**src/rtl/sram_burst_ctrl_pkg.sv**
```systemverilog
`default_nettype none
// ============================================================================
// Module      : sram_burst_ctrl_pkg
// Description : Shared FSM state encoding and the log2 helper used by the
//               SRAM burst controller and its read FIFO.
// Revision    : 1.0 - initial release
// ============================================================================
package sram_burst_ctrl_pkg;

   typedef enum logic [1:0] {
      S_IDLE  = 2'd0,
      S_WR    = 2'd1,
      S_RD    = 2'd2,
      S_DRAIN = 2'd3
   } state_e;

   // Ceiling log2, never below 1 so a one-word memory still gets an address bit.
   function automatic int clog2(input int value);
      int r;
      r = 0;
      while ((1 << r) < value) begin
         r = r + 1;
      end
      return (r < 1) ? 1 : r;
   endfunction

endpackage
`default_nettype wire

```
**src/rtl/sram_rd_fifo.sv**
```systemverilog
`default_nettype none
// ============================================================================
// Module      : sram_rd_fifo
// Description : Two-entry read-data FIFO with push, pop, occupancy count and
//               a head-of-queue output. Simultaneous push and pop keeps the
//               count and the ordering.
// Revision    : 1.0 - initial release
// ============================================================================
module sram_rd_fifo #(
   parameter int DATA_WIDTH = 32
) (
   input  logic                  clk_i,
   input  logic                  rst_i,
   input  logic                  push_i,
   input  logic [DATA_WIDTH-1:0] push_dt_i,
   input  logic                  pop_i,
   output logic [1:0]            count_o,
   output logic [DATA_WIDTH-1:0] head_o
);

   logic [DATA_WIDTH-1:0] mem_q [2];
   logic                  wr_ptr_q;
   logic                  rd_ptr_q;
   logic [1:0]            count_q;
   logic [1:0]            count_d;
   logic                  w_pop;
   logic                  w_push;

   // A pop frees a slot in the same cycle, so a full FIFO may push while popping.
   assign w_pop   = pop_i && (count_q != 2'd0);
   assign w_push  = push_i && ((count_q != 2'd2) || w_pop);
   assign count_o = count_q;
   assign head_o  = mem_q[rd_ptr_q];

   // Occupancy update from the push/pop pair.
   always_comb begin
      count_d = count_q;
      case ({w_push, w_pop})
         2'b10:   count_d = count_q + 2'd1;
         2'b01:   count_d = count_q - 2'd1;
         default: count_d = count_q;
      endcase
   end

   // Storage, pointers and count; storage is cleared so the head reads zero after reset.
   always_ff @(posedge clk_i or posedge rst_i) begin
      if (rst_i) begin
         mem_q[0] <= '0;
         mem_q[1] <= '0;
         wr_ptr_q <= 1'b0;
         rd_ptr_q <= 1'b0;
         count_q  <= 2'd0;
      end else begin
         if (w_push) begin
            mem_q[wr_ptr_q] <= push_dt_i;
            wr_ptr_q        <= ~wr_ptr_q;
         end
         if (w_pop) begin
            rd_ptr_q <= ~rd_ptr_q;
         end
         count_q <= count_d;
      end
   end

endmodule
`default_nettype wire

```
**src/rtl/sram_burst_ctrl.sv**
```systemverilog
`default_nettype none
// ============================================================================
// Module      : sram_burst_ctrl
// Description : Burst controller for a single-port synchronous SRAM. Accepts
//               write/read burst commands, streams write beats straight to
//               the SRAM and buffers read returns in a 2-entry FIFO with
//               back-pressure on issue.
// Revision    : 1.0 - initial release
// ============================================================================
module sram_burst_ctrl
   import sram_burst_ctrl_pkg::*;
#(
   parameter int SRAM_DEPTH = 16,
   parameter int DATA_WIDTH = 32,
   parameter int ADDR_WIDTH = clog2(SRAM_DEPTH)
) (
   input  logic                  iClk,
   input  logic                  iRst,
   input  logic                  iCmdVld,
   output logic                  oCmdRdy,
   input  logic                  iCmdWr,
   input  logic [ADDR_WIDTH-1:0] iCmdAddr,
   input  logic [ADDR_WIDTH-1:0] iCmdLen,
   input  logic                  iWrVld,
   output logic                  oWrRdy,
   input  logic [DATA_WIDTH-1:0] iWrDt,
   output logic                  oRdVld,
   input  logic                  iRdRdy,
   output logic [DATA_WIDTH-1:0] oRdDt,
   output logic                  oBusy,
   output logic                  oCsn,
   output logic                  oWrn,
   output logic [ADDR_WIDTH-1:0] oAddr,
   output logic [DATA_WIDTH-1:0] oWrDt,
   input  logic [DATA_WIDTH-1:0] iRdDt
);

   state_e                state_q, state_d;
   logic [ADDR_WIDTH-1:0] addr_q, addr_d;
   logic [ADDR_WIDTH-1:0] rem_q, rem_d;
   logic                  infl_q, infl_d;

   logic [1:0]            w_fifo_cnt;
   logic                  w_pop;
   logic [2:0]            w_occ;
   logic                  w_can_issue;
   logic [ADDR_WIDTH-1:0] w_addr_inc;

   assign oRdVld = (w_fifo_cnt != 2'd0);
   assign w_pop  = oRdVld && iRdRdy;
   assign oBusy  = (state_q != S_IDLE);

   // Slots already committed (buffered + in flight) after this cycle's pop.
   assign w_occ       = {1'b0, w_fifo_cnt} + {2'b00, infl_q} - {2'b00, w_pop};
   assign w_can_issue = (w_occ < 3'd2);

   // Explicit wrap so non-power-of-two depths also roll over to 0.
   assign w_addr_inc = (addr_q == ADDR_WIDTH'(SRAM_DEPTH - 1)) ? '0 : addr_q + 1'b1;

   // Read returns arrive one cycle after issue; the in-flight flag is the push strobe.
   sram_rd_fifo #(
      .DATA_WIDTH (DATA_WIDTH)
   ) u_rd_fifo (
      .clk_i     (iClk),
      .rst_i     (iRst),
      .push_i    (infl_q),
      .push_dt_i (iRdDt),
      .pop_i     (w_pop),
      .count_o   (w_fifo_cnt),
      .head_o    (oRdDt)
   );

   // Next-state, burst bookkeeping and SRAM strobes; idle bus values are the defaults.
   always_comb begin
      state_d = state_q;
      addr_d  = addr_q;
      rem_d   = rem_q;
      infl_d  = 1'b0;
      oCmdRdy = 1'b0;
      oWrRdy  = 1'b0;
      oCsn    = 1'b1;
      oWrn    = 1'b1;
      oAddr   = '0;
      oWrDt   = '0;
      case (state_q)
         S_IDLE: begin
            oCmdRdy = 1'b1;
            if (iCmdVld) begin
               addr_d  = iCmdAddr;
               rem_d   = iCmdLen;
               state_d = iCmdWr ? S_WR : S_RD;
            end
         end
         S_WR: begin
            oWrRdy = 1'b1;
            if (iWrVld) begin
               oCsn   = 1'b0;
               oWrn   = 1'b0;
               oAddr  = addr_q;
               oWrDt  = iWrDt;
               addr_d = w_addr_inc;
               rem_d  = rem_q - 1'b1;
               if (rem_q == '0) begin
                  state_d = S_IDLE;
               end
            end
         end
         S_RD: begin
            if (w_can_issue) begin
               oCsn   = 1'b0;
               oAddr  = addr_q;
               infl_d = 1'b1;
               addr_d = w_addr_inc;
               rem_d  = rem_q - 1'b1;
               if (rem_q == '0) begin
                  state_d = S_DRAIN;
               end
            end
         end
         S_DRAIN: begin
            if ((w_fifo_cnt == 2'd0) && !infl_q) begin
               state_d = S_IDLE;
            end
         end
         default: state_d = S_IDLE;
      endcase
   end

   // State registers; reset drops any outstanding read so its return is ignored.
   always_ff @(posedge iClk or posedge iRst) begin
      if (iRst) begin
         state_q <= S_IDLE;
         addr_q  <= '0;
         rem_q   <= '0;
         infl_q  <= 1'b0;
      end else begin
         state_q <= state_d;
         addr_q  <= addr_d;
         rem_q   <= rem_d;
         infl_q  <= infl_d;
      end
   end

endmodule
`default_nettype wire

```
**config.mk**
```make
export PLATFORM = sky130hd
export DESIGN_NAME = sram_burst_ctrl
export DESIGN_NICKNAME = d
export VERILOG_FILES = /design/src/rtl/sram_burst_ctrl_pkg.sv /design/src/rtl/sram_rd_fifo.sv /design/src/rtl/sram_burst_ctrl.sv
export SDC_FILE = /design/constraint.sdc
export NUM_CORES = 1
export LEC_CHECK = 0
export CAP_MARGIN = 0
export CORE_MARGIN = 2
export CORE_UTILIZATION = 40
export CTS_CLUSTER_DIAMETER = 60
export CTS_CLUSTER_SIZE = 14
export DETAILED_ROUTE_END_ITERATION = 6
export PLACE_DENSITY_LB_ADDON = 0.05
export SETUP_SLACK_MARGIN = 0.2
export SLEW_MARGIN = 20
export SYNTH_ARGS = -nofsm -noshare
export SYNTH_HDL_FRONTEND = slang
export SYNTH_SLANG_ARGS = --single-unit
```
**constraint.sdc**
```tcl
create_clock -name iClk -period 3.9 [get_ports iClk]
set_clock_uncertainty 0.2 [all_clocks]
set_input_delay 1.17 -clock iClk [delete_from_list [all_inputs] [get_ports iClk]]
set_output_delay 1.17 -clock iClk [all_outputs]
set_load 0.03 [all_outputs]
```
# [After elaboration in Yosys (flattened, before gate mapping)]
# Cells that the tools add are included.
[totals] input_bits=78 out_inout_bits=74 register_bits=79 wordCells=89
[classes] mux=37 n_eq_ne=13 order_cmp=4 add_sub_neg=6 reduce_logical=16 bitwise=4
[ops] op="two-way mux 32 bit" n=6
[ops] op="bitwise mux 64 bit" n=1
[ops] op="two-way mux 4 bit" n=9
[ops] op="demux 32 bit (select 1 bit)" n=1
[ops] op="one-hot mux 4 bit (3 select lines)" n=2
[ops] op="two-way mux 2 bit" n=7
[ops] op="inequality test 2 bit (second input constant)" n=7
[ops] op="one-hot mux 2 bit (4 select lines)" n=1
[ops] op="one-hot mux 4 bit (2 select lines)" n=1
[ops] op="two-way mux 1 bit" n=7
[ops] op="== test 2 bit (second input constant)" n=3
[ops] op="AND reduction 6 bit" n=1
[ops] op="nonzero test 2 bit" n=3
[ops] op="logical AND 1 bit" n=5
[ops] op="adder 4 x 1 -> 4 bit (second input constant)" n=1
[ops] op="== test 2 x 1 -> 1 bit (second input constant)" n=2
[ops] op="== test 4 bit (second input constant)" n=1
[ops] op="greater-or-equal comparator 2 bit (second input constant)" n=2
[ops] op="logical NOT 2 bit" n=2
[ops] op="logical NOT 4 bit" n=1
[ops] op="NOT 1 -> 2 bit" n=2
[ops] op="one-hot mux 2 bit (2 select lines)" n=1
[ops] op="AND reduction 4 bit" n=1
[ops] op="subtractor 4 x 1 -> 4 bit (second input constant)" n=1
[ops] op="11 further kinds" n=12

# [Logic depth before layout (Yosys ltp)]
# Gate-level depths: netlist of the first run.
[logic_depth] ltp_word=7 depth_mapped=9 mapped_depth_nobuf=9

# [By module]
# From an unflattened synthesis of the first run, not the netlist that was laid out.
[hier_totals] cells_unflattened=316 hier_area_um2=4130.2
[by_module_without_submodules] module="sram_rd_fifo" seq_area_each_um2=1701.6 area_per_inst_um2=3025.4 n_inst=1 cells_per_inst=188
[by_module_without_submodules] module="sram_burst_ctrl" seq_area_each_um2=275.3 area_per_inst_um2=1104.8 n_inst=1 cells_per_inst=128

# [Worst setup path before layout of the first run]
# OpenSTA, ideal clock, no wires.
[synth_path] path_kind="input to output" start="input port iRdRdy" end="output port oAddr[0]" arrival_time_ns=3.014 path_slack_ns=-0.484 path_stages=8 n_path_buf=0 required_ns=2.530 path_cell_list="and2_1 > ha_1 > nand2b_1 > fa_1 > xnor2_1 > nand3_1 > a21boi_1 > and2_1"
[synth_via] elab_chain_len=5
[synth_rtl] element="from (decl)" line="sram_burst_ctrl.sv:28" text="input logic iRdRdy,"
[synth_rtl] element="logical AND 1 bit" line="sram_burst_ctrl.sv:50" text="assign w_pop = oRdVld && iRdRdy;"
[synth_rtl] element="subtractor 3 x 1 -> 3 bit" line="sram_burst_ctrl.sv:54" text="assign w_occ = {1'b0, w_fifo_cnt} + {2'b00, infl_q} - {2'b00, w_pop};"
[synth_rtl] element="< comparator 3 x 2 -> 1 bit" line="sram_burst_ctrl.sv:55" text="assign w_can_issue = (w_occ < 3'd2);"
[synth_rtl] element="two-way mux 4 bit" line="sram_burst_ctrl.sv:109" text="if (w_can_issue) begin"
[synth_rtl] element="one-hot mux 4 bit (2 select lines)" line="sram_burst_ctrl.sv:85" text="case (state_q)"
[synth_rtl] element="to (decl)" line="sram_burst_ctrl.sv:33" text="output logic [ADDR_WIDTH-1:0] oAddr,"
# No other way between the ends.

# [Worst setup path in the final report of the first run]
[layout_path] start="input port iRdRdy" end="output port oAddr[3]"
# The elaborated chain is that of the path after synthesis.

==> impl_metrics.py, run 1 <==
metrics = {
    "clock_tree": {
        "insertion_delay_ps": 340,
        "cts_tree": "built",
        "clock_path_buffers": 2,
        "cts_hold_buf": 0,
        "root_buffer": "clkbuf_8",
        "cts.sinks": 79,
        "clk_pin_slew_ps": 80,
        "htree_levels": 3,
        "cts_buffers": 9,
    },
    "synth": {
        "avgSynthCellArea_um2": 12.5,
        "synth_seq_cells": 79,
        "synth.distinct_cells": 40,
        "async_flop_share_pct": 100,
        "synthesis.area_um2": 4040,
        "synth-edff-count": 0,
        "synth.top_cell.area_share_pct": 48.9,
        "synthTopCellsByArea": "dfrtp_1 (49%), mux2_1 (22%), and3_1 (5.1%), mux2_2 (5.0%), ha_1 (2.8%)",
        "yosysWarningCount": 0,
        "yosysSeqAreaShare_pct": 48.9,
        "syn_nets": 410,
        "synthCells": 322,
        "yosys.area.top_type": "dfrtp_1",
        "synthFlopType": "dfrtp_1",
        "synthTopCellsByCount": "dfrtp_1 (79), mux2_1 (79), and3_1 (33)",
    },
    "timing": {
        "timing.final.ws_setup_ps": -372,
        "max_freq_mhz": 234,
        "maxSlewViolCount": 0,
        "setup_tns_ps": -1790,
        "max_slew_margin_pct": 29.2,
        "fin_crit_ps": 4270,
        "setup_viol": 5,
        "hold_violations": 0,
        "rsz0062_at_grt": "true",
        "worst_pin_slew_ps": 1060,
        "layout_worst_path_cycle_share_pct": 110,
    },
    "drt": {
        "wl_per_cell_um": 15.4,
        "vias_per_cell": 4.98,
        "num_vias": 3102,
        "drc": 0,
        "drt-pass1-iter-count": 4,
        "wl_mm": 9.61,
        "ant_nets": 0,
        "drtIter0Drc": 96,
    },
    "placement": {
        "hpwl_mm": 6.99,
        "place_inst": 604,
        "dp_worst_setup_slack_ps": -910,
        "io_buffers": 151,
        "place_congestion": 0.787,
    },
    "die": {
        "initial_core_util_pct": 41.3,
        "die_w_um": 104,
        "core_um2": 9770,
        "die-area_um2": 10900,
        "num_io_pins": 152,
        "rows": 36,
        "die_height_um": 104,
    },
    "power_and_ir_drop": {
        "ir_worst_vdd_mv": 0.366,
        "p_leak_uw": 0.00280,
        "powerDensity_nw_per_um2": 874,
        "totalPowerFinal_uw": 5280,
    },
    "flow_run": {
        "max_cap_violations": 0,
    },
    "hold_path": {
        "hp-class": "flop to flop",
        "min_from": "u_rd_fifo.mem_q[33]",
    },
    "global_route": {
        "grt-busiest-layer": "met2",
        "use_met2_pct": 31.9,
        "grt_max_degree": 42,
        "grt.met1_usage_pct": 23.6,
        "grt-ovfl-total": 0,
        "antenna_found_initial": 0,
        "grt_pass1_vias": 3341,
        "grt_pass1_wl_mm": 16.5,
        "grtUsageTotal_pct": 18.6,
        "grtUsageMet3_pct": 4.82,
    },
    "worst_setup_path": {
        "startpoint": "iRdRdy",
        "crit_type": "input port to primary output",
        "reg2reg_slack_ps": 750,
        "end_kind": "primary output",
        "required_ps": 2530,
        "critPathArrivalTime_ps": 2900,
        "crit_path_start_kind": "input port",
        "timing.rr.start": "u_rd_fifo.count_o[1]",
        "worst-path-max-fanout": 4,
    },
    "finish": {
        "syn_to_final_growth_pct": 49.6,
        "final_nets": 573,
        "final_cell_count_no_fill": 623,
        "final_util_pct": 61.8,
        "diodes": 0,
        "drive_above_1_share_pct": 22.2,
    },
    "run_status": {
        "violations": "setup timing",
        "outcome": "finished, violations left",
    },
}
-- cell families (layout without fill, tap and decap cells) --
family	Yosys count	count (layout)	synth area share, %
mux	104	104	28.8
buf+inv	31	199	3.19
simple gates	69	69	10.5
xor+xnor	6	6	1.30
flops	79	79	48.9
fa+ha+maj	10	10	3.28
compound gates	23	23	4.00
-- critical path: stages --
cell	delay, ps
buf_6	90
and2_4	140
ha_4	200
nand2b_4	130
fa_2	350
xnor2_2	200
nand3_4	110
a21boi_4	210
and2_4	180
buf_6	120
-- cell usage in the layout (no fill, tap or decap), types with 2 or more instances in the layout --
cell             count
nand4_1              2
ha_1                 8
buf_6                6
or4b_1               2
clkdlybuf4s50_1    112
buf_4               48
nor3b_1              2
or4_1                2
nand3_1              3
mux2_2              18
inv_1               11
clkbuf_8            10
and3_1              33
o21ai_1              9
xnor2_1              4
mux2i_1              7
mux2_1              79
o21ai_0              2
and2_4               5
inv_6                2
nor2_1               4
dfrtp_1             79
a31oi_1              3
nor2b_1              2
buf_12               3
or3_1                2
nand3b_1             2
nand2_1              4
-- per-layer routing --
metal / wire length, µm / share of wire [%]
met1: 4130 / 43
met2: 4870 / 51
met3: 480 / 5.0
met4: 126 / 1.3
met5: 0 / 0
-- report_power, final --
| part | internal (µW) | switching (µW) |
|---|---|---|
| Combinational | 1550 | 1640 |
| Clock | 323 | 319 |
| Sequential | 1230 | 221 |
-- repair_timing --
action | in CTS | in global routing
pin swaps | 7 | 1
buffers inserted | 1 | 2
endpoints found under the setup margin | 6 | 32
resized for setup | 13 | 1
-- worst paths after layout --
check / to / cells past startpoint
min: u_rd_fifo.mem_q[33] / 1
max: oAddr[3] / 10
max reg2reg: addr_q[3] / 12
max in group asynchronous: rem_q[1] / 3
min reg2reg: u_rd_fifo.mem_q[33] / 1
min in group asynchronous: u_rd_fifo.mem_q[15] / 2
-- final cells by class --
class / count / area [µm²]
Clock inverter: 6 / 75.1
Multi-Input combinational cell: 212 / 2020
Clock buffer: 10 / 138
Tap cell: 133 / 166
Timing Repair Buffer: 170 / 1620
Sequential cell: 79 / 1980
Fill cell: 828 / 3730
Inverter: 13 / 50.0
-- metrics by stage --
step	cell area [µm²]	hold WS (ps)
5_1_grt	6040	297
2_1_floorplan	4090	250
3_3_place_gp	5770	260
6_report	6040	284
4_1_cts	6020	288
3_5_place_dp	5770	267
-- sequential cells by signal, indices dropped and copies added (netlist names) --
register / flops
addr_q: 4
infl_q: 1
rem_q: 4
state_q: 2
u_rd_fifo.count_o: 2
u_rd_fifo.mem_q: 64
u_rd_fifo.rd_ptr_q: 1
u_rd_fifo.wr_ptr_q: 1
(Power assumes the default switching activity.)
==> inputs of run 2 (changes only) <==
Settings changed: CORE_UTILIZATION 40 to 45, SKIP_LAST_GASP set to 1.
Clock period 3.9 ns to 5.2 ns, I/O delays scaled along.
==> run 2 against run 1 <==
The flow now finishes without violations. Power decreased by 28%. Critical path depth unchanged. Sequential share of layout area increased by 0.36 points. Via count decreased by 0.90%. Cell count down 5.3%. Global-route usage increased by 1.3 points. Setup slack better by 510 ps. Register-to-register slack improved by 1300 ps.
==> impl_metrics.py, run 2 (synthesis results as in run 1) <==
metrics = {
    "run_status": {
        "outcome": "finished, final reports clean",
    },
    "placement": {
        "place_area_um2": 5730,
        "place_inst": 573,
        "place_congestion": 0.820,
        "io_buffers": 151,
        "hpwl_mm": 6.95,
    },
    "power_and_ir_drop": {
        "powerDensity_nw_per_um2": 635,
        "ir_worst_vdd_mv": 0.610,
        "p_leak_uw": 0.00267,
    },
    "worst_setup_path": {
        "crit_path_start_kind": "input port",
        "crit_type": "input port to primary output",
        "crit_cells": 10,
        "path_cells": "buf_6, and2_4, ha_4, nand2b_4, fa_2, xnor2_2, buf_4, a21bo_2, nand3b_1, buf_6",
        "max_stage_delay_ps": 370,
        "path_delay_family": "adder cells",
        "r2r_cells": 10,
        "critPathSlowestCell": "fa_2",
        "worst-path-buf-inv": 3,
        "crit_top_cell": "buf_6",
        "critPathArrivalTime_ps": 3300,
        "worst-path-max-fanout": 5,
        "required_ps": 3440,
        "end_kind": "primary output",
    },
    "timing": {
        "rsz0062_at_grt": "true",
        "setup_tns_ps": 0,
        "holdWs_ps": 285,
        "maxSlewViolCount": 0,
        "max_freq_mhz": 197,
        "setup_viol": 0,
        "worst_pin_slew_ps": 894,
        "layout_worst_path_cycle_share_pct": 97.4,
        "fin_crit_ps": 5060,
        "hold_violations": 0,
        "max_slew_margin_pct": 40.4,
    },
    "finish": {
        "final_cell_count_no_fill": 590,
        "syn_to_final_growth_pct": 48.0,
        "top_regs": "u_rd_fifo.mem_q (64), addr_q (4), rem_q (4)",
        "layout_commonest_cell": "clkdlybuf4s50_1",
        "max_flop_register": "u_rd_fifo.mem_q",
        "seqCellArea_um2": 1980,
        "mostFrequentLayoutCells": "clkdlybuf4s50_1 (145), mux2_1 (79), dfrtp_1 (79)",
        "final_area_um2": 5980,
        "diodes": 0,
        "fill_cells": 665,
        "largest_reg_flops": 64,
        "final_util_pct": 68.5,
        "multi_input_area_um2": 2010,
        "drive_above_1_share_pct": 14.3,
        "final_nets": 565,
    },
    "die": {
        "die_height_um": 98.7,
        "initial_core_util_pct": 46.3,
        "die_w_um": 98.7,
        "num_io_pins": 152,
        "core_um2": 8720,
        "rows": 34,
        "die-area_um2": 9750,
    },
    "drt": {
        "num_vias": 3074,
        "vias_per_cell": 5.21,
        "ant_nets": 0,
        "wl_mm": 9.33,
        "wl_per_cell_um": 15.8,
        "drt-pass1-iter-count": 4,
        "drtIter0Drc": 37,
        "drc": 0,
    },
    "clock_tree": {
        "cts_tree": "built",
        "htree_levels": 3,
        "clock_path_buffers": 2,
        "root_buffer": "clkbuf_8",
        "cts.sinks": 79,
        "cts_buffers": 9,
        "clk_pin_slew_ps": 80,
        "cts_hold_buf": 0,
        "insertion_delay_ps": 350,
    },
    "hold_path": {
        "hp-class": "flop to flop",
        "holdPathStages": 1,
    },
    "global_route": {
        "grt_pass1_vias": 3359,
        "grt.met1_usage_pct": 24.1,
        "grt_max_degree": 37,
        "grtUsageMet3_pct": 5.53,
        "grt_pass1_wl_mm": 15.7,
        "use_met2_pct": 34.7,
        "grt-ovfl-total": 0,
        "antenna_found_initial": 0,
        "grt-busiest-layer": "met2",
        "grtUsageTotal_pct": 19.9,
    },
    "flow_run": {
        "max_cap_violations": 0,
    },
}
run 2: power by group:
group | total, µW | internal [µW] | switching, µW | leakage, µW
registers | 1110 | 921 | 189 | 0.000969
logic | 2260 | 1090 | 1180 | 0.00162
clock network | 422 | 178 | 244 | 0.0000866
total | 3790 | 2190 | 1610 | 0.00267
run 2: worst register-to-register path: stages (launching register included):
cell,delay (ps)
dfrtp_1,480
or2_1,310
and2_4,180
ha_4,200
nand2b_4,140
fa_2,370
xnor2_2,150
buf_4,150
a21boi_2,340
nor2_1,190
mux2_1,340
run 2: per-stage QoR:
step / setup WS [ps] / power, µW
2_1_floorplan: 209 / 2580
3_3_place_gp: -338 / 3300
3_5_place_dp: -369 / 3350
4_1_cts: 137 / 3820
5_1_grt: 69.3 / 4060
6_report: 136 / 3790
run 2: final cells by class:
cell class                      instances  area share (%)
Clock buffer                            9            2.07
Inverter                               13           0.817
Sequential cell                        79            33.1
Multi-Input combinational cell        212            33.6
Clock inverter                          7           0.921
Tap cell                              108            2.26
Timing Repair Buffer                  162            27.2
run 2: what timing repair did:
| action | 4_1_cts | 5_1_grt |
|---|---|---|
| setup endpoints to repair | 5 | 5 |
| buffers inserted | 1 | 0 |
| hold endpoints to repair | 0 | 0 |
| resized for setup | 14 | 1 |
| gates cloned | 0 | 0 |
| pin swaps | 7 | 1 |
run 2: path summary, 6_finish.rpt:
kind,startpoint,slack (ps),end
max reg2reg,u_rd_fifo.count_o[1],2040,addr_q[3]
min reg2reg,u_rd_fifo.mem_q[32],280,u_rd_fifo.mem_q[32]
max in group asynchronous,iRst,2600,u_rd_fifo.mem_q[51]
max,iRdRdy,140,oCsn
min,u_rd_fifo.mem_q[32],280,u_rd_fifo.mem_q[32]
min in group asynchronous,iRst,1410,addr_q[3]
run 2: layer usage:
| metal | vias to the layer above | share of wire, % |
|---|---|---|
| met5 | - | 0 |
| met4 | 0 | 1.1 |
| met3 | 9 | 6.7 |
| met2 | 103 | 50 |
| met1 | 1498 | 42 |
| li1 | 1464 | - |
==> inputs of run 3 (changes only) <==
Settings changed: PLACE_DENSITY set to 0.81, PLACE_DENSITY_LB_ADDON 0.05 to not set.
==> run 3 against run 2 <==
Worst hold slack got worse by 6.6 ps. Setup slack improved by 32 ps. Wire length rose by 0.20%. Register-to-register slack got worse by 70 ps. Combinational power barely moved. Clock power rose by 21%. Sequential cell count did not move. Fmax rose by 0.63%. Via count rose by 3.0%. Core utilization rose by 0.057 points. Global-route usage fell by 0.27 points.
==> impl_metrics.py, run 3 (synthesis results as in run 1) <==
metrics = {
    "hold_path": {
        "min_from": "u_rd_fifo.mem_q[51]",
        "min_to": "u_rd_fifo.mem_q[51]",
        "holdPathStages": 1,
        "hp-class": "flop to flop",
    },
    "worst_setup_path": {
        "r2r_end": "addr_q[3]",
        "required_ps": 3440,
        "end_kind": "primary output",
        "reg2reg_slack_ps": 1970,
        "crit_type": "input port to primary output",
        "r2r_cells": 11,
        "worst-path-max-fanout": 4,
        "crit_path_start_kind": "input port",
        "startpoint": "iRdRdy",
        "critPathArrivalTime_ps": 3270,
        "timing.rr.start": "u_rd_fifo.count_o[0]",
    },
    "global_route": {
        "use_met2_pct": 34.0,
        "grt-busiest-layer": "met2",
        "grt-ovfl-total": 0,
        "grtUsageTotal_pct": 19.6,
        "antenna_found_initial": 0,
        "grt_pass1_wl_mm": 15.4,
        "grt.met1_usage_pct": 24.1,
        "grt_pass1_vias": 3294,
        "grtUsageMet3_pct": 4.75,
        "grt_max_degree": 37,
    },
    "placement": {
        "place_congestion": 0.784,
        "dp_worst_setup_slack_ps": -377,
        "place_inst": 574,
        "io_buffers": 151,
        "hpwl_mm": 6.72,
        "place_area_um2": 5690,
    },
    "clock_tree": {
        "htree_levels": 3,
        "cts_hold_buf": 0,
        "clk_pin_slew_ps": 70,
        "cts_buffers": 9,
        "clock_path_buffers": 2,
        "insertion_delay_ps": 340,
        "cts_tree": "built",
        "cts.sinks": 79,
        "root_buffer": "clkbuf_8",
    },
    "finish": {
        "max_flop_register": "u_rd_fifo.mem_q",
        "final_nets": 566,
        "mostFrequentLayoutCells": "clkdlybuf4s50_1 (129), mux2_1 (79), dfrtp_1 (79)",
        "top_regs": "u_rd_fifo.mem_q (64), addr_q (4), rem_q (4)",
        "drive_above_1_share_pct": 17.8,
        "diodes": 0,
        "fill_cells": 641,
        "syn_to_final_growth_pct": 48.1,
        "final_cell_count_no_fill": 591,
        "largest_reg_flops": 64,
        "final_area_um2": 5980,
        "layout_commonest_cell": "clkdlybuf4s50_1",
    },
    "timing": {
        "timing.final.ws_setup_ps": 168,
        "layout_worst_path_cycle_share_pct": 96.8,
        "fin_crit_ps": 5030,
        "max_slew_margin_pct": 34.3,
        "maxSlewViolCount": 0,
        "rsz0062_at_grt": "true",
        "worst_pin_slew_ps": 983,
        "setup_tns_ps": 0,
        "hold_violations": 0,
        "max_freq_mhz": 199,
        "setup_viol": 0,
    },
    "power_and_ir_drop": {
        "totalPowerFinal_uw": 3890,
        "powerDensity_nw_per_um2": 650,
        "ir_worst_vdd_mv": 0.334,
        "p_leak_uw": 0.00272,
    },
    "drt": {
        "drt-pass1-iter-count": 4,
        "vias_per_cell": 5.36,
        "ant_nets": 0,
        "wl_mm": 9.35,
        "drtIter0Drc": 82,
        "drc": 0,
        "num_vias": 3167,
        "wl_per_cell_um": 15.8,
    },
    "die": {
        "die_w_um": 98.7,
        "rows": 34,
        "core_um2": 8720,
        "die_height_um": 98.7,
        "initial_core_util_pct": 46.3,
        "die-area_um2": 9750,
        "num_io_pins": 152,
    },
    "run_status": {
        "outcome": "finished, final reports clean",
    },
    "flow_run": {
        "max_cap_violations": 0,
    },
}
==> run 3: critical path, cell delays in order <==
cell	delay, ps
buf_6	90
and2_4	140
ha_4	200
nand2b_4	130
fa_2	370
xnor2_2	170
nand3_2	140
a21boi_4	190
and2_4	160
buf_6	120
==> run 3: worst max-delay path by stage <==
stage,to,slack (ps),cells after the start
final,oAddr[2],170,10
after floorplan,oAddr[0],210,8
after detailed placement,oAddr[0],-380,10
after global routing,oAddr[3],90,10
after global placement,oAddr[0],-340,10
after CTS,oAddr[3],120,10
==> run 3: report_power, final <==
part / switching, µW / internal [µW] / total (µW)
clock: 226 / 285 / 511
sequential: 202 / 921 / 1120
combinational: 1170 / 1090 / 2250
==> run 3: metrics by stage <==
step           hold slack, ps  util (%)
2_1_floorplan             250         -
3_3_place_gp              260      65.2
3_5_place_dp              267      65.2
4_1_cts                   284      68.5
5_1_grt                   302      68.6
6_report                  278      68.6
==> run 3: layer usage <==
layer	routed length, µm	share of wire [%]
met5	0	0
met4	92	0.98
met3	665	7.1
met2	4650	50
met1	3950	42
==> run 3: what timing repair did <==
| action | 4_1_cts | 5_1_grt |
|---|---|---|
| setup endpoints to repair | 5 | 5 |
| endpoints found under the hold margin | 0 | 0 |
| buffers inserted | 1 | 0 |
| resized for setup | 14 | 1 |
| pin swaps | 10 | 2 |
==> run 3: final cells by class <==
| class | instances | area [µm²] | area share (%) |
|---|---|---|---|
| clock buffer | 10 | 138 | 2.30 |
| sequential | 79 | 1980 | 33.1 |
| inverter | 13 | 48.8 | 0.816 |
| timing repair buffer | 163 | 1580 | 26.4 |
| tap | 108 | 135 | 2.26 |
| multi-input combinational | 212 | 2010 | 33.6 |
| clock inverter | 6 | 91.3 | 1.53 |
==> RTL edit 1: new RTL, flow settings as in run 2 <==
`DATA_WIDTH` is set to 32 in 2 places; all go to 64.
--- a/src/rtl/sram_rd_fifo.sv
+++ b/src/rtl/sram_rd_fifo.sv
@@ -7,7 +7,7 @@
 // Revision    : 1.0 - initial release
 // ============================================================================
 module sram_rd_fifo #(
-   parameter int DATA_WIDTH = 32
+   parameter int DATA_WIDTH = 64
 ) (
    input  logic                  clk_i,
    input  logic                  rst_i,
--- a/src/rtl/sram_burst_ctrl.sv
+++ b/src/rtl/sram_burst_ctrl.sv
@@ -11,7 +11,7 @@
    import sram_burst_ctrl_pkg::*;
 #(
    parameter int SRAM_DEPTH = 16,
-   parameter int DATA_WIDTH = 32,
+   parameter int DATA_WIDTH = 64,
    parameter int ADDR_WIDTH = clog2(SRAM_DEPTH)
 ) (
    input  logic                  iClk,
Ports: changed (resized iRdDt, iWrDt, oRdDt and oWrDt); port bits go from 152 to 280. No check against the original RTL was run, so the function may have changed too.
==> RTL edit 1 against run 2 <==
Total power rose by 95%. Routed wire length is 110% higher. Fmax fell by 0.38%. Setup slack got worse by 0.019 ns. Combinational power rose by 80%. Sequential power up 82%. Sequential cell count up 64. Design area up 82%. Synthesized area rose by 75%. Critical endpoint is now oAddr[2]. Largest cell class is now sequential cells.
==> RTL edit 1: results (changes against run 2) <==
| Metric | Value |
|---|---|
| Max VDD drop | 364 uV (-40%) |
| Post-CTS Setup Inserts | 2 (+1) |
| Largest net degree at the start of global routing | 66 (+78%) |
| Xor/xnor share of the synthesized area | 0.00744 (-0.00557) |
| ClkCell Share | 0.0591 (+0.0292) |
| Synthesized area | 0.00706 sq mm (+75%) |
| Met3 usage | 0.0553 (about the same) |
| Synthesized flop and latch total | 143 (+81%) |
| Share of the yosys chip area belonging to registers | 0.507 (+0.0174) |
| WL/cell | 19.1 um (+21%) |
| Vias | 5286 (+72%) |
| CTS root buf | clkbuf_16 |
| HP Start | u_rd_fifo.mem_q[39] |
| Largest regs | u_rd_fifo.mem_q x128, addr_q x4, rem_q x4 |
| Worst hold margin | 0.291 ns (+0.00587 ns) |
| FILL cells | 1081 (+63%) |
| Post-Route WL | 19600 um (+110%) |
| Dpl hpwl | 14500 um (+110%) |
| I/O Buffers | 279 (+85%) |
| Syn Area/Cell | 13.5 sq um (+7.6%) |
| Status | complete, no violations |
| DP Worst Slack | -0.361 ns (+0.00755 ns) |
| Least-Margin Pin Slew | 0.904 ns (+0.0104 ns) |
| Seq/total area | 0.330 (-0.00118) |
| Synth Net Count | 675 (+65%) |
| Worst reg2reg startpoint | u_rd_fifo.count_o[0] |
| Synth cell types | 45 (+13%) |
| Nets | 954 (+69%) |
| Hold endpoint | u_rd_fifo.mem_q[39] |
| Multi-input combinational cell area | 0.00329 sq mm (+64%) |
| CP max FO | 4 (-1) |
| GRT Total Usage | 0.238 (+0.0386) |
| #MultiIn Comb | 330 (+56%) |
| Met2 GRT Util | 0.423 (+0.0760) |
| Adder-cell share of the synthesized area | 0.0188 (-0.0141) |
| Leading cell types by count after synthesis | mux2_2 (189), dfrtp_1 (143), and3_1 (64) |
| Reg clk slew, reported paths | 0.06 ns (-0.02 ns) |
| Setup slack, reg-to-reg | 1.58 ns (-0.46 ns) |
| Initial DRC Count | 152 (+310%) |
| Static leakage | 4.95 nW (+85%) |
| Gpl congestion | 0.955 (+16%) |
| Top cell category | sequential cells |
| Fmax achieved | 197 MHz (-0.38%) |
| Crit Reg-Reg Endpoint | addr_q[0] |
| Signal buffers | 297 (+83%) |
| Post-cts gate resize count | 12 (-2) |
-- RTL edit 1: cell count changes in the layout (fill, tap and decap cells not counted), moves of 8 or more --
cell | before | now
mux2_2 | 18 | 189
mux2_1 | 79 | 5
clkdlybuf4s50_1 | 145 | 208
dfrtp_1 | 79 | 142
buf_4 | 9 | 62
and3_1 | 33 | 64
buf_12 | 2 | 21
clkbuf_16 | 0 | 17
o21ai_1 | 9 | 1
-- RTL edit 1: where the power goes --
| part | leakage (nW) | internal (W) | total (W) | switching [W] |
|---|---|---|---|---|
| logic | 2.89 | 0.00207 | 0.00406 | 0.00199 |
| clock network | 0.310 | 0.000854 | 0.00130 | 0.000442 |
| registers | 1.75 | 0.00167 | 0.00202 | 0.000357 |
| total | 4.95 | 0.00459 | 0.00738 | 0.00279 |
-- RTL edit 1: routing by layer --
metal  part of all wire  wire, um  vias to the layer above
met1               0.40      7920                     2620
met2               0.52     10100                      192
met5                  0         0                        -
met3              0.052      1030                       25
li1                   -         -                     2449
met4              0.027       537                        0
==> RTL edit 2: new RTL, settings of run 2 <==
Made on the original files. Encoding of `state_e`: now one-hot (4 bits for 4 states).
--- a/src/rtl/sram_burst_ctrl_pkg.sv
+++ b/src/rtl/sram_burst_ctrl_pkg.sv
@@ -7,11 +7,11 @@
 // ============================================================================
 package sram_burst_ctrl_pkg;
 
-   typedef enum logic [1:0] {
-      S_IDLE  = 2'd0,
-      S_WR    = 2'd1,
-      S_RD    = 2'd2,
-      S_DRAIN = 2'd3
+   typedef enum logic [3:0] {
+      S_IDLE  = 4'b0001,
+      S_WR    = 4'b0010,
+      S_RD    = 4'b0100,
+      S_DRAIN = 4'b1000
    } state_e;
 
    // Ceiling log2, never below 1 so a one-word memory still gets an address bit.
Function: same outputs for any inputs over 4 cycles, from zero or initial values and one cycle with iRst high; so few cycles prove little.
==> RTL edit 2 against run 2 <==
Setup slack improved by 0.024 ns. Design area increased by 1.7%. Sequential share of layout area increased by 0.29 points. Sequential cell count increased by 2. Count of clock-buffer cells in the layout increased by 1. Total power decreased by 15%. Combinational power decreased by 23%. Non-clock buffer count increased by 4. Global-route usage increased by 0.59 points. Synthesized area increased by 1.9%. Fmax increased by 0.48%. Routed wire length increased by 6.8%. Largest cell class is now sequential cells.
==> RTL edit 2: results (changes against run 2) <==
| Metric | Value |
|---|---|
| Global-route wire length before repair | 16100 um (+2.4%) |
| Top post-synthesis cells by area | dfrtp_1 (49%), mux2_2 (26%), and3_1 (4.9%) |
| I/O Buffers | 151 (unchanged) |
| DRT Pass-1 Iters | 4 (unchanged) |
| Max Root-Sink Buffers | 2 (unchanged) |
| Ys Warns | 0 (unchanged) |
| H-tree depth | 3 (unchanged) |
| Placed cell count | 582 (+1.6%) |
| Vias in the first global route | 3273 (-2.6%) |
| Mapped Cells | 331 (+2.8%) |
| Status | complete, no violations |
| Hold WC Path Type | register to register |
| Layout cells sized above 1 | 0.325 (+0.181) |
| Crit path DAT | 3.28 ns (-0.02 ns) |
| Reg clk slew, reported paths | 0.08 ns (about the same) |
| Worst-Skew Late Latency | 0.35 ns (about the same) |
| Initial DRC Count | 75 (+100%) |
| Adder-cell share of the synthesized area | 0.0170 (-0.0158) |
| Post-synth top flop | dfrtp_1 |
| Synth Area in Compound Gates | 0.0495 (+0.00958) |
| Synth Net Count | 414 (+0.98%) |
| Nets | 571 (+1.1%) |
| WL/cell | 16.6 um (+4.9%) |
| Largest net degree at the start of global routing | 55 (+49%) |
| Max-slew violations | 0 (unchanged) |
| Antenna violations before repair | 0 (unchanged) |
| Total CTS buffers | 9 (unchanged) |
| Mux share of post-synthesis cell area | 0.274 (-0.0142) |
| CTS root buf | clkbuf_8 |
| Share of the yosys chip area belonging to registers | 0.493 (+0.00324) |
| Static leakage | 2.95 nW (+10%) |
| CP max FO | 4 (-1) |
| Post-Route WL | 9970 um (+6.8%) |
| Xor/xnor share of the synthesized area | 0.0149 (+0.00188) |
| Max VDD drop | 363 uV (-40%) |
| GRT Total Usage | 0.205 (+0.00587) |
| Dpl hpwl | 7190 um (+3.5%) |
| N_diodes | 0 (unchanged) |
| DP Worst Slack | -0.530 ns (-0.162 ns) |
| Leading cell types by count after synthesis | mux2_2 (96), dfrtp_1 (80), and3_1 (32) |
| Least-Margin Pin Slew | 0.978 ns (+0.0842 ns) |
| Gpl congestion | 0.727 (-11%) |
| Vias | 3140 (+2.1%) |
| Max FFs per register | 64 (unchanged) |
| Ys async rst share | 1.00 (unchanged) |
| Synth cell types | 44 (+10%) |
| Biggest register | u_rd_fifo.mem_q |
| Final hold vios | 0 (unchanged) |
-- RTL edit 2: cell count changes in the layout (fill, tap and decap cells not counted), sizes merged, moves of 4 or more --
cell           before  now
a21oi               1    7
buf                17   21
clkdlybuf4s50     145  136
dlymetal6s2s        0    9
ha                  9    4
mux2i               7    3
nand2               4   10
nor2                5   12
-- RTL edit 2: layout make-up --
class                      count  area [sq um]
clock inverter                 6          50.0
timing repair buffer         166          1660
fill                         691          2730
sequential                    81          2030
tap                          108           135
clock buffer                  10           138
inverter                      11          42.5
multi-input combinational    219          2020
-- RTL edit 2: power by group --
| part | leakage, nW | total, W | switching [W] | internal [W] |
|---|---|---|---|---|
| Clock | 0.0952 | 0.000437 | 0.000243 | 0.000193 |
| Sequential | 1.04 | 0.00104 | 0.000168 | 0.000867 |
| Combinational | 1.82 | 0.00175 | 0.000866 | 0.000888 |
-- RTL edit 2: kinds of logic (layout without fill, tap and decap cells) --
kind of cell	count (synthesis)	after routing
and+or+nand+nor	79	79
xor gates and xnor gates	7	7
adders and majority gates	5	5
buffers and inverters	31	193
muxes	100	100
DFF	81	81
AOI/OAI and AO/OA	28	28
-- RTL edit 2: layer usage --
| layer | wire (um) | vias to the layer above | track usage |
|---|---|---|---|
| li1 | - | 1489 | - |
| met1 | 4170 | 1569 | 0.254 |
| met2 | 5310 | 68 | 0.364 |
| met3 | 332 | 14 | 0.0302 |
| met4 | 157 | 0 | 0.0738 |
| met5 | 0 | - | 0 |
-- RTL edit 2: final timing paths --
check / start / to / slack, ns / cells after the start
min in group asynchronous: iRst / rem_q[2] / 1.51 / 2
worst max register to register: u_rd_fifo.count_o[0] / rem_q[2] / 1.77 / 12
max in group asynchronous: iRst / u_rd_fifo.mem_q[45] / 2.39 / 3
worst min-delay path: u_rd_fifo.rd_ptr_q / u_rd_fifo.rd_ptr_q / 0.29 / 1
worst min register to register: u_rd_fifo.rd_ptr_q / u_rd_fifo.rd_ptr_q / 0.29 / 1
worst max-delay path: iRdRdy / oAddr[1] / 0.16 / 10
-- RTL edit 2: stage by stage --
stage	power, W	instance area [sq um]
floorplan	0.00218	4140
CTS	0.00326	6050
global route	0.00342	6080
finish	0.00323	6080
global placement	0.00273	5800
detailed placement	0.00278	5800
-- RTL edit 2: critical path, cell delays in order --
cell	delay (ns)
buf_6	0.09
and2_4	0.14
ha_4	0.21
nand2b_4	0.14
fa_2	0.55
nand2_2	0.06
o21ai_2	0.15
buf_6	0.13
and2_4	0.13
buf_6	0.12
-- RTL edit 2: repair_timing --
item	in CTS	in global routing
gates resized for setup	17	11
setup buffers	2	1
hold buffers	0	0
pin swaps	5	1
endpoints found under the setup margin	5	14
